$ cat config.mk
export PLATFORM = sky130hd
export DESIGN_NAME = rsa_result_serializer_flat
export DESIGN_NICKNAME = d
export VERILOG_FILES = /design/src/rtl/rsa_result_serializer_if.sv /design/src/rtl/rsa_result_serializer.sv /design/src/flat_wrapper.sv
export SDC_FILE = /design/constraint.sdc
export NUM_CORES = 1
export LEC_CHECK = 0
export ABC_AREA = 1
export CAP_MARGIN = 20
export CELL_PAD_IN_SITES_DETAIL_PLACEMENT = 2
export CELL_PAD_IN_SITES_GLOBAL_PLACEMENT = 2
export CORE_AREA = 2 2 86 47
export CTS_CLUSTER_SIZE = 12
export DETAILED_ROUTE_END_ITERATION = 12
export DIE_AREA = 0 0 88 49
export PLACE_DENSITY_LB_ADDON = 0.1
export SETUP_SLACK_MARGIN = 0.4
export SYNTH_ARGS = -nofsm -noshare
export SYNTH_HDL_FRONTEND = slang
export SYNTH_SLANG_ARGS = --single-unit
$ cat constraint.sdc
create_clock -name clk -period 1.5 [get_ports clk]
set_input_delay 0.225 -clock clk [delete_from_list [all_inputs] [get_ports clk]]
set_output_delay 0.225 -clock clk [all_outputs]
set_load 0.02 [all_outputs]
$ cat src/rtl/rsa_result_serializer_if.sv
`default_nettype none
// ============================================================================
//  Module   : rsa_result_serializer_if
//  Purpose  : Chunk stream (dout / dout_valid / dout_ready) between the RSA
//             result serializer (master) and the output pin / SPI layer
//             (slave).
//  Revision : 1.0  - initial release
// ============================================================================
interface rsa_result_serializer_if #(
    parameter int DW = 2
);
    logic [DW-1:0] dout;
    logic          dout_valid;
    logic          dout_ready;

    modport master (
        output dout,
        output dout_valid,
        input  dout_ready
    );

    modport slave (
        input  dout,
        input  dout_valid,
        output dout_ready
    );
endinterface
`default_nettype wire

$ cat src/rtl/rsa_result_serializer.sv
`default_nettype none
// ============================================================================
//  Module   : rsa_result_serializer
//  Purpose  : Snapshots the WIDTH-bit Montgomery result on start and streams
//             it out in DW-bit chunks over a valid/ready handshake, pulsing
//             done for one cycle after the final chunk.
//  Options  : RSA_SER_MSB_FIRST_EN - when defined the most significant chunk
//             is sent first; otherwise the least significant chunk leads.
//  Revision : 1.0  - initial release
// ============================================================================
module rsa_result_serializer #(
    parameter int WIDTH = 8,
    parameter int DW    = 2
) (
    input  wire logic               clk,
    input  wire logic               rst,
    input  wire logic               ena,
    input  wire logic               start,
    input  wire logic               abort,
    input  wire logic [WIDTH-1:0]   R_i,
    rsa_result_serializer_if.master dout_if,
    output logic                    busy,
    output logic                    done
);

    localparam int NCHUNK = WIDTH / DW;
    localparam int CW     = $clog2(NCHUNK + 1);

    localparam logic [1:0] c_IDLE = 2'd0;
    localparam logic [1:0] c_SEND = 2'd1;
    localparam logic [1:0] c_DONE = 2'd2;

    logic [1:0]       r_state;
    logic [1:0]       w_state_nxt;
    logic [WIDTH-1:0] r_shreg;
    logic [WIDTH-1:0] w_shreg_nxt;
    logic [CW-1:0]    r_cnt;
    logic [CW-1:0]    w_cnt_nxt;
    logic [DW-1:0]    w_chunk;
    logic [WIDTH-1:0] w_shifted;
    logic             w_valid;

    // Output end of the shift register and its one-chunk-advanced image.
`ifdef RSA_SER_MSB_FIRST_EN
    assign w_chunk   = r_shreg[WIDTH-1 -: DW];
    assign w_shifted = {r_shreg[WIDTH-DW-1:0], {DW{1'b0}}};
`else
    assign w_chunk   = r_shreg[DW-1:0];
    assign w_shifted = {{DW{1'b0}}, r_shreg[WIDTH-1:DW]};
`endif

    // Outputs depend only on registered state plus ena/abort, never dout_ready.
    assign w_valid            = (r_state == c_SEND) && ena && !abort;
    assign dout_if.dout_valid = w_valid;
    assign dout_if.dout       = (r_state == c_SEND) ? w_chunk : {DW{1'b0}};
    assign busy               = (r_state == c_SEND) || (r_state == c_DONE);
    assign done               = (r_state == c_DONE) && ena;

    // State register; ena gating is folded into the next-state logic.
    always_ff @(posedge clk) begin
        if (rst) begin
            r_state <= c_IDLE;
            r_shreg <= {WIDTH{1'b0}};
            r_cnt   <= {CW{1'b0}};
        end else begin
            r_state <= w_state_nxt;
            r_shreg <= w_shreg_nxt;
            r_cnt   <= w_cnt_nxt;
        end
    end

    // Next-state: capture, shift-per-transfer, abort and freeze on !ena.
    always_comb begin
        w_state_nxt = r_state;
        w_shreg_nxt = r_shreg;
        w_cnt_nxt   = r_cnt;
        if (ena) begin
            case (r_state)
                c_IDLE: begin
                    // abort beats a simultaneous start
                    if (abort) begin
                        w_cnt_nxt = {CW{1'b0}};
                    end else if (start) begin
                        w_shreg_nxt = R_i;
                        w_cnt_nxt   = CW'(NCHUNK);
                        w_state_nxt = c_SEND;
                    end
                end
                c_SEND: begin
                    if (abort) begin
                        w_cnt_nxt   = {CW{1'b0}};
                        w_state_nxt = c_IDLE;
                    end else if (dout_if.dout_ready) begin
                        w_shreg_nxt = w_shifted;
                        w_cnt_nxt   = r_cnt - CW'(1);
                        if (r_cnt == CW'(1)) begin
                            w_state_nxt = c_DONE;
                        end
                    end
                end
                c_DONE: begin
                    if (abort) begin
                        w_cnt_nxt = {CW{1'b0}};
                    end
                    w_state_nxt = c_IDLE;
                end
                default: begin
                    w_state_nxt = c_IDLE;
                    w_cnt_nxt   = {CW{1'b0}};
                end
            endcase
        end
    end

endmodule
`default_nettype wire

$ cat src/flat_wrapper.sv
// flat-port wrapper written by rule: the top's interface ports become plain ports
module rsa_result_serializer_flat 
#(
    parameter int WIDTH = 8,
    parameter int DW    = 2
)
  (clk, rst, ena, start, abort, R_i, busy, done, dout_if_dout, dout_if_dout_valid, dout_if_dout_ready);
  rsa_result_serializer_if #(.DW(DW)) dout_if_i ();
  input  wire logic clk;
  input  wire logic rst;
  input  wire logic ena;
  input  wire logic start;
  input  wire logic abort;
  input  wire logic [WIDTH-1:0] R_i;
  output logic busy;
  output logic done;
  output wire logic [$bits(dout_if_i.dout)-1:0] dout_if_dout;
  output wire logic [$bits(dout_if_i.dout_valid)-1:0] dout_if_dout_valid;
  input wire logic [$bits(dout_if_i.dout_ready)-1:0] dout_if_dout_ready;
  assign dout_if_dout = dout_if_i.dout;
  assign dout_if_dout_valid = dout_if_i.dout_valid;
  assign dout_if_i.dout_ready = dout_if_dout_ready;
  rsa_result_serializer #(.WIDTH(WIDTH), .DW(DW)) u_core (.clk(clk), .rst(rst), .ena(ena), .start(start), .abort(abort), .R_i(R_i), .dout_if(dout_if_i), .busy(busy), .done(done));
endmodule
==> run metrics, run 1 <==
status=complete, no violations; global-route wire length before repair=5550 um; maximum level of the CTS H-tree=1; fmax=0.690 GHz; switching share of total power=36.4%; critical path startpoint=u_core.r_state[1]; buffer levels on the longest clock path=2; clock network fraction of total power=between 20% and 30%; number of buffers inserted for hold repair after clock tree synthesis=0; number of nets in the finished design=197; clock buffers created by TritonCTS=3; CP endpoint kind=flop; portion of total power attributed to sequential cells=a little under a third; wirelength, routed=3490 um; total count of max-transition violations in the final report=0; ANT nets after route=0; area of the die=0.00431 mm^2; critical register-to-register path startpoint=u_core.r_state[1]; row count=16; clock transition at the registers of the reported paths=0.06 ns; portion of the clock cycle consumed by the worst path in the final layout=96.7%; Power Dens Cells=about 860 mW/mm^2; combinational power share=between 40% and 50%; Post-Place Cell Area=0.00115 mm^2; total power=approximately 1.3 mW; fraction of the yosys area taken by sequential cells=between 30% and 40%; critical path launch point type=flop; total global routing overflow=0; mean number of vias per cell=~4.2; GR Util All Layers=17.4%; critical-path maximum fanout=8; final cell area excluding filler cells=0.00154 mm^2; chip height=49 um; area delta synth->final=83.2%; fill count=410; synthesized netlist net count=between 150 and 200; die width=88 um; synthesized flop and latch total=13; most frequent standard cell in the layout excluding fill and tap cells=nand2_1; worst slack after detailed placement=-0.293 ns; pin count of the biggest net entering global routing=14; I/O pin cnt=19; DRC violations left=0; area of the mapped netlist=841 um^2; Initial DRC Count=30; Hold WC Path Type=reg2reg; Mapped Cells=140; P_sw=roughly 480 uW; count of warnings emitted by yosys=0; count of maximum capacitance violations=0; worst relative slew slack=70.4%; most frequent cell on the critical path=nor2_4; Root Buffer=clkbuf_8; final worst hold slack=approximately 0.48 ns; min setup slack post-route=~0.05 ns; total clock sinks=13; final weighted congestion in routability-driven placement=0.729; total via count after detailed routing=about 980; HPWL after DPL=2370 um; number of global-route vias before repair=1085; Initial Util=roughly 23%; sequence of cells on the critical path=inv_4, ha_4, inv_4, buf_8, nor2_4, nor2_4, nand2_4, clkinv_8, nor2_4, nor2_1; Final setup violation count=0; share of cells above drive strength 1=44.1%; category of the critical setup timing path=reg2reg; largest stage delay on the critical path=0.34 ns; actual transition at the worst max-transition pin=~0.44 ns; Initial DRT Pass Iterations=4; distinct cell type count of the synthesized netlist=16; arrival time at the worst endpoint=1.59 ns; final antenna diode count=0; initial antenna violation count=0; CTS tree=built; Hold Vio Cnt, Final=0; slowest library cell on the worst path=dfxtp_2; origin of the worst min-delay path=u_core.r_cnt[1]; maximum clock skew at final layout=0.00432 ns; static leakage=0.737 nW; Mapped Avg Cell Area=6.01 um^2; core footprint=0.00362 mm^2; RSZ-0062 raised after global routing=yes; IR Drop Worst-Case VDD=between 300 and 400 uV; clk_lat worst skew=0.24 ns; endpoint required time on the critical path=1.64 ns; commonest non-fill, non-tap cells in the layout=nand2_1 (33), nor2_1 (20), buf_4 (13), clkdlybuf4s50_1 (12); Final min period=1.45 ns; number of input and output port buffers inserted=18; internal power of the cells=838 uW; Wirelength per Cell=15.1 um; summed negative setup slack over all endpoints=0 ns
[worst max-delay path, delay by kind of cell, from the launching register on]
kind          cells  cell delay, ns
buf+inv           4            0.36
simple gates      5            0.45
flops             1            0.34
fa+ha+maj         1            0.18
[cell type report]
class	count	area, um^2	share of cell area [%]
multi-input combinational	105	713	46.3
timing repair buffer	35	349	22.7
sequential	13	265	17.2
inverter	20	100	6.50
tap	54	67.6	4.39
clock buffer	4	45.0	2.92
[metal layers]
metal | routed length [um] | track usage [%] | share of wire [%]
met1 | 1670 | 23.4 | 48
met2 | 1740 | 30.1 | 50
met4 | 0 | 2.31 | 0
met3 | 75 | 3.05 | 2.2
met5 | 0 | 0 | 0
[sequential cells by signal (all words and copies together) (netlist names)]
register / cells
u_core.r_shreg: 8
u_core.r_state: 2
u_core.r_cnt: 3
[power by group through the flow]
| stage | clock [mW] | combinational (mW) | sequential [mW] |
|---|---|---|---|
| after floorplan | 0 | 0.238 | 0.404 |
| after global placement | 0 | 0.355 | 0.409 |
| after detailed placement | 0 | 0.372 | 0.411 |
| after CTS | 0.339 | 0.520 | 0.414 |
| after global routing | 0.363 | 0.633 | 0.424 |
| final | 0.321 | 0.579 | 0.419 |
[kinds of logic after synthesis]
family                   share of synthesized area, %
AND/OR/NAND/NOR                                  44.6
buffers and inverters                            11.8
flip-flops                                       31.0
AO/OA/AOI/OAI                                    5.21
adder cells (fa/ha/maj)                          7.44
[cell usage after synthesis (all sizes together)]
cell type	n	area [um^2]
nand2	49	199
nor2	36	140
inv	19	71.3
dfxtp	13	260
o21ai	7	35.0
nand3	6	30.0
ha	5	62.6
a21oi	1	8.76
buf	1	11.3
clkbuf	1	7.51
clkinv	1	8.76
or2	1	6.26
[per-stage QoR]
step	utilization (%)	cells
after CTS	40.0	231
final	42.5	231
after detailed placement	31.9	217
after global placement	31.9	217
after floorplan	-	140
after global routing	42.5	231
[worst paths after layout]
check / endpoint / slack, ns / cells past startpoint
max: u_core.r_shreg[2] / 0.05 / 10
min: u_core.r_cnt[1] / 0.48 / 2
min reg2reg: u_core.r_cnt[1] / 0.48 / 2
max reg2reg: u_core.r_shreg[2] / 0.05 / 10
[what timing repair did]
action,in CTS,in global routing
resized for setup,78,22
setup buffers,10,0
pin swaps,16,10
setup endpoints to repair,18,18
Power figures use the tool's default switching activity.
==> run 2, diff against run 1 <==
Settings changed: CORE_AREA 2 2 86 47 to 2 2 45 88, DIE_AREA 0 0 88 49 to 0 0 47 90.
==> run 2 against run 1 <==
Design area down 7.1%. Total power down 7.0%. Wire length down 15%. Sequential power down 3%. Largest power group unchanged.
==> run metrics, run 2 (synthesis results as in run 1) <==
status=complete, no violations; Final min period=1.42 ns; Final setup violation count=0; commonest non-fill, non-tap cells in the layout=nand2_1 (43), nor2_1 (25), buf_4 (15), inv_1 (13); static leakage=0.699 nW; final cell area excluding filler cells=0.00143 mm^2; Power Dens Cells=between 800 and 900 mW/mm^2; Initial DRC Count=6; share of cells above drive strength 1=about 34%; category of the critical setup timing path=reg2out; DRC violations left=0; met2 wire length=around 1800 um; fmax=0.704 GHz; WHS Path Cells=5; largest registers=u_core.r_shreg: 8 flops, u_core.r_cnt: 3 flops, u_core.r_state: 2 flops; arrival time at the worst endpoint=1.19 ns; sequence of cells on the critical path=inv_4, ha_4, inv_4, buf_4, nor2_4, buf_6; total via count after detailed routing=987; number of input and output port buffers inserted=18; slowest library cell on the worst path=dfxtp_2; largest stage delay on the critical path=0.34 ns; wirelength, routed=2970 um; CP endpoint kind=primary output; initial antenna violation count=0; most frequent standard cell in the layout excluding fill and tap cells=nand2_1; total count of max-transition violations in the final report=0; Seq. cell area=265 um^2; Multi-input gate area=622 um^2; Root Buffer=clkbuf_8; HPWL after DPL=around 2100 um; maximum level of the CTS H-tree=1; Final Instance Count excl. Fillers=approximately 230; critical register-to-register path startpoint=u_core.r_state[1]; critical-path maximum fanout=6; Hold WC Path Type=in2reg; die width=about 47 um; Largest Register=u_core.r_shreg; portion of the clock cycle consumed by the worst path in the final layout=a little over nine tenths; reg-to-reg setup timing slack=0.09 ns; actual transition at the worst max-transition pin=0.234 ns; Cells after DPL=212; origin of the worst min-delay path=ena; fill count=446; most frequent cell on the critical path=inv_4; capture endpoint of the worst hold path=u_core.r_state[1]; CTS tree=built; endpoint required time on the critical path=~1.3 ns; clock buffers created by TritonCTS=3; row count=31; core footprint=between 0.003 and 0.004 mm^2; number of global-route vias before repair=roughly 1100; met1 wire length=1060 um; number of nets in the finished design=198; Initial DRT Pass Iterations=3; highest routing layer actually used=met4; R2R cell count=8; Wirelength per Cell=approximately 13 um; final antenna diode count=0; I/O pin cnt=19; maximum clock skew at final layout=roughly 0.008 ns; total global routing overflow=0; IR Drop Worst-Case VDD=447 uV; buffer levels on the longest clock path=2; capture instance of the worst register-to-register path=u_core.r_shreg[2]; total clock sinks=13; Met3 Wirelength=between 80 and 90 um; global-route wire length before repair=4870 um; ANT nets after route=0; clock transition at the registers of the reported paths=0.06 ns; area of the die=0.00423 mm^2; RSZ-0062 raised after global routing=yes; Initial Util=a little under a quarter; clk_lat worst skew=0.25 ns; critical path launch point type=flop; summed negative setup slack over all endpoints=0 ns; mean number of vias per cell=4.35; final worst hold slack=~0.48 ns; chip height=90 um; Post-Place Cell Area=0.00115 mm^2; GR Util All Layers=between 15 and 20%; count of maximum capacitance violations=0; flip-flop count of the largest register after layout=8; area delta synth->final=70.1%; Hold Vio Cnt, Final=0; final weighted congestion in routability-driven placement=0.787; pin count of the biggest net entering global routing=14; worst relative slew slack=84.4%
-- run 2: cell types whose count changed in the layout (fill, tap and decap cells not counted), moves of 3 or more --
cell,delta
o21ai_2,+3
nand2_4,-8
nor2_4,-5
nand2_1,+10
inv_1,+6
o21ai_1,-3
nor2_1,+5
inv_2,-4
-- run 2: timing repair --
| item | in CTS | in global routing |
|---|---|---|
| resized for setup | 50 | 19 |
| buffers inserted | 9 | 2 |
| hold endpoints to repair | 0 | 0 |
| pin swaps | 6 | 10 |
| endpoints found under the setup margin | 18 | 18 |
| hold buffers | 0 | 0 |
-- run 2: layer usage --
| layer | global-route usage [%] | vias to the layer above |
|---|---|---|
| met5 | 0 | - |
| met4 | 5.56 | 0 |
| met3 | 1.81 | 5 |
| met2 | 30.6 | 15 |
| met1 | 15.1 | 474 |
| li1 | - | 493 |
-- run 2: area by class of cell --
cell class / count / share of cell area, %
Sequential cell: 13 / 18.5
Timing Repair Buffer: 36 / 23.9
Tap cell: 49 / 4.29
Inverter: 20 / 6.65
Clock buffer: 4 / 3.15
Multi-Input combinational cell: 105 / 43.5
-- run 2: how the worst max path moves through the flow --
stage	start	depth (start not counted)	slack, ns	to
after floorplan	u_core.r_state[1]	8	0.30	u_core.r_shreg[0]
after global placement	ena	4	-0.29	dout_if_dout_valid
after detailed placement	ena	4	-0.28	dout_if_dout_valid
after CTS	u_core.r_state[1]	5	0.05	done
after global routing	u_core.r_state[1]	10	0.02	u_core.r_shreg[2]
final	u_core.r_state[1]	6	0.08	dout_if_dout_valid
-- run 2: report_power, final --
part | total [mW] | internal [mW] | switching [mW]
clock network | 0.331 | 0.188 | 0.143
logic | 0.487 | 0.228 | 0.259
registers | 0.407 | 0.379 | 0.0276
total | 1.23 | 0.796 | 0.429
-- run 2: through the flow --
stage	utilization [%]	total power [mW]	worst slack [ns]
after global placement	32.2	0.760	-0.290
after detailed placement	32.2	0.777	-0.282
final	40.1	1.23	0.0800
after floorplan	-	0.642	0.299
after CTS	37.9	1.21	0.0468
after global routing	40.1	1.31	0.0186
-- run 2: critical path: cells and delay by family (launching register included) --
family / cells / cell delay, ns
flops: 1 / 0.34
simple gates: 1 / 0.07
buf+inv: 4 / 0.36
fa+ha+maj: 1 / 0.18
==> run 3, diff against run 2 <==
Settings changed: GPL_ROUTABILITY_DRIVEN set to 0.
==> results of run 3 <==
Same layout as run 2: the final DEF is identical, and so are final timing and power.
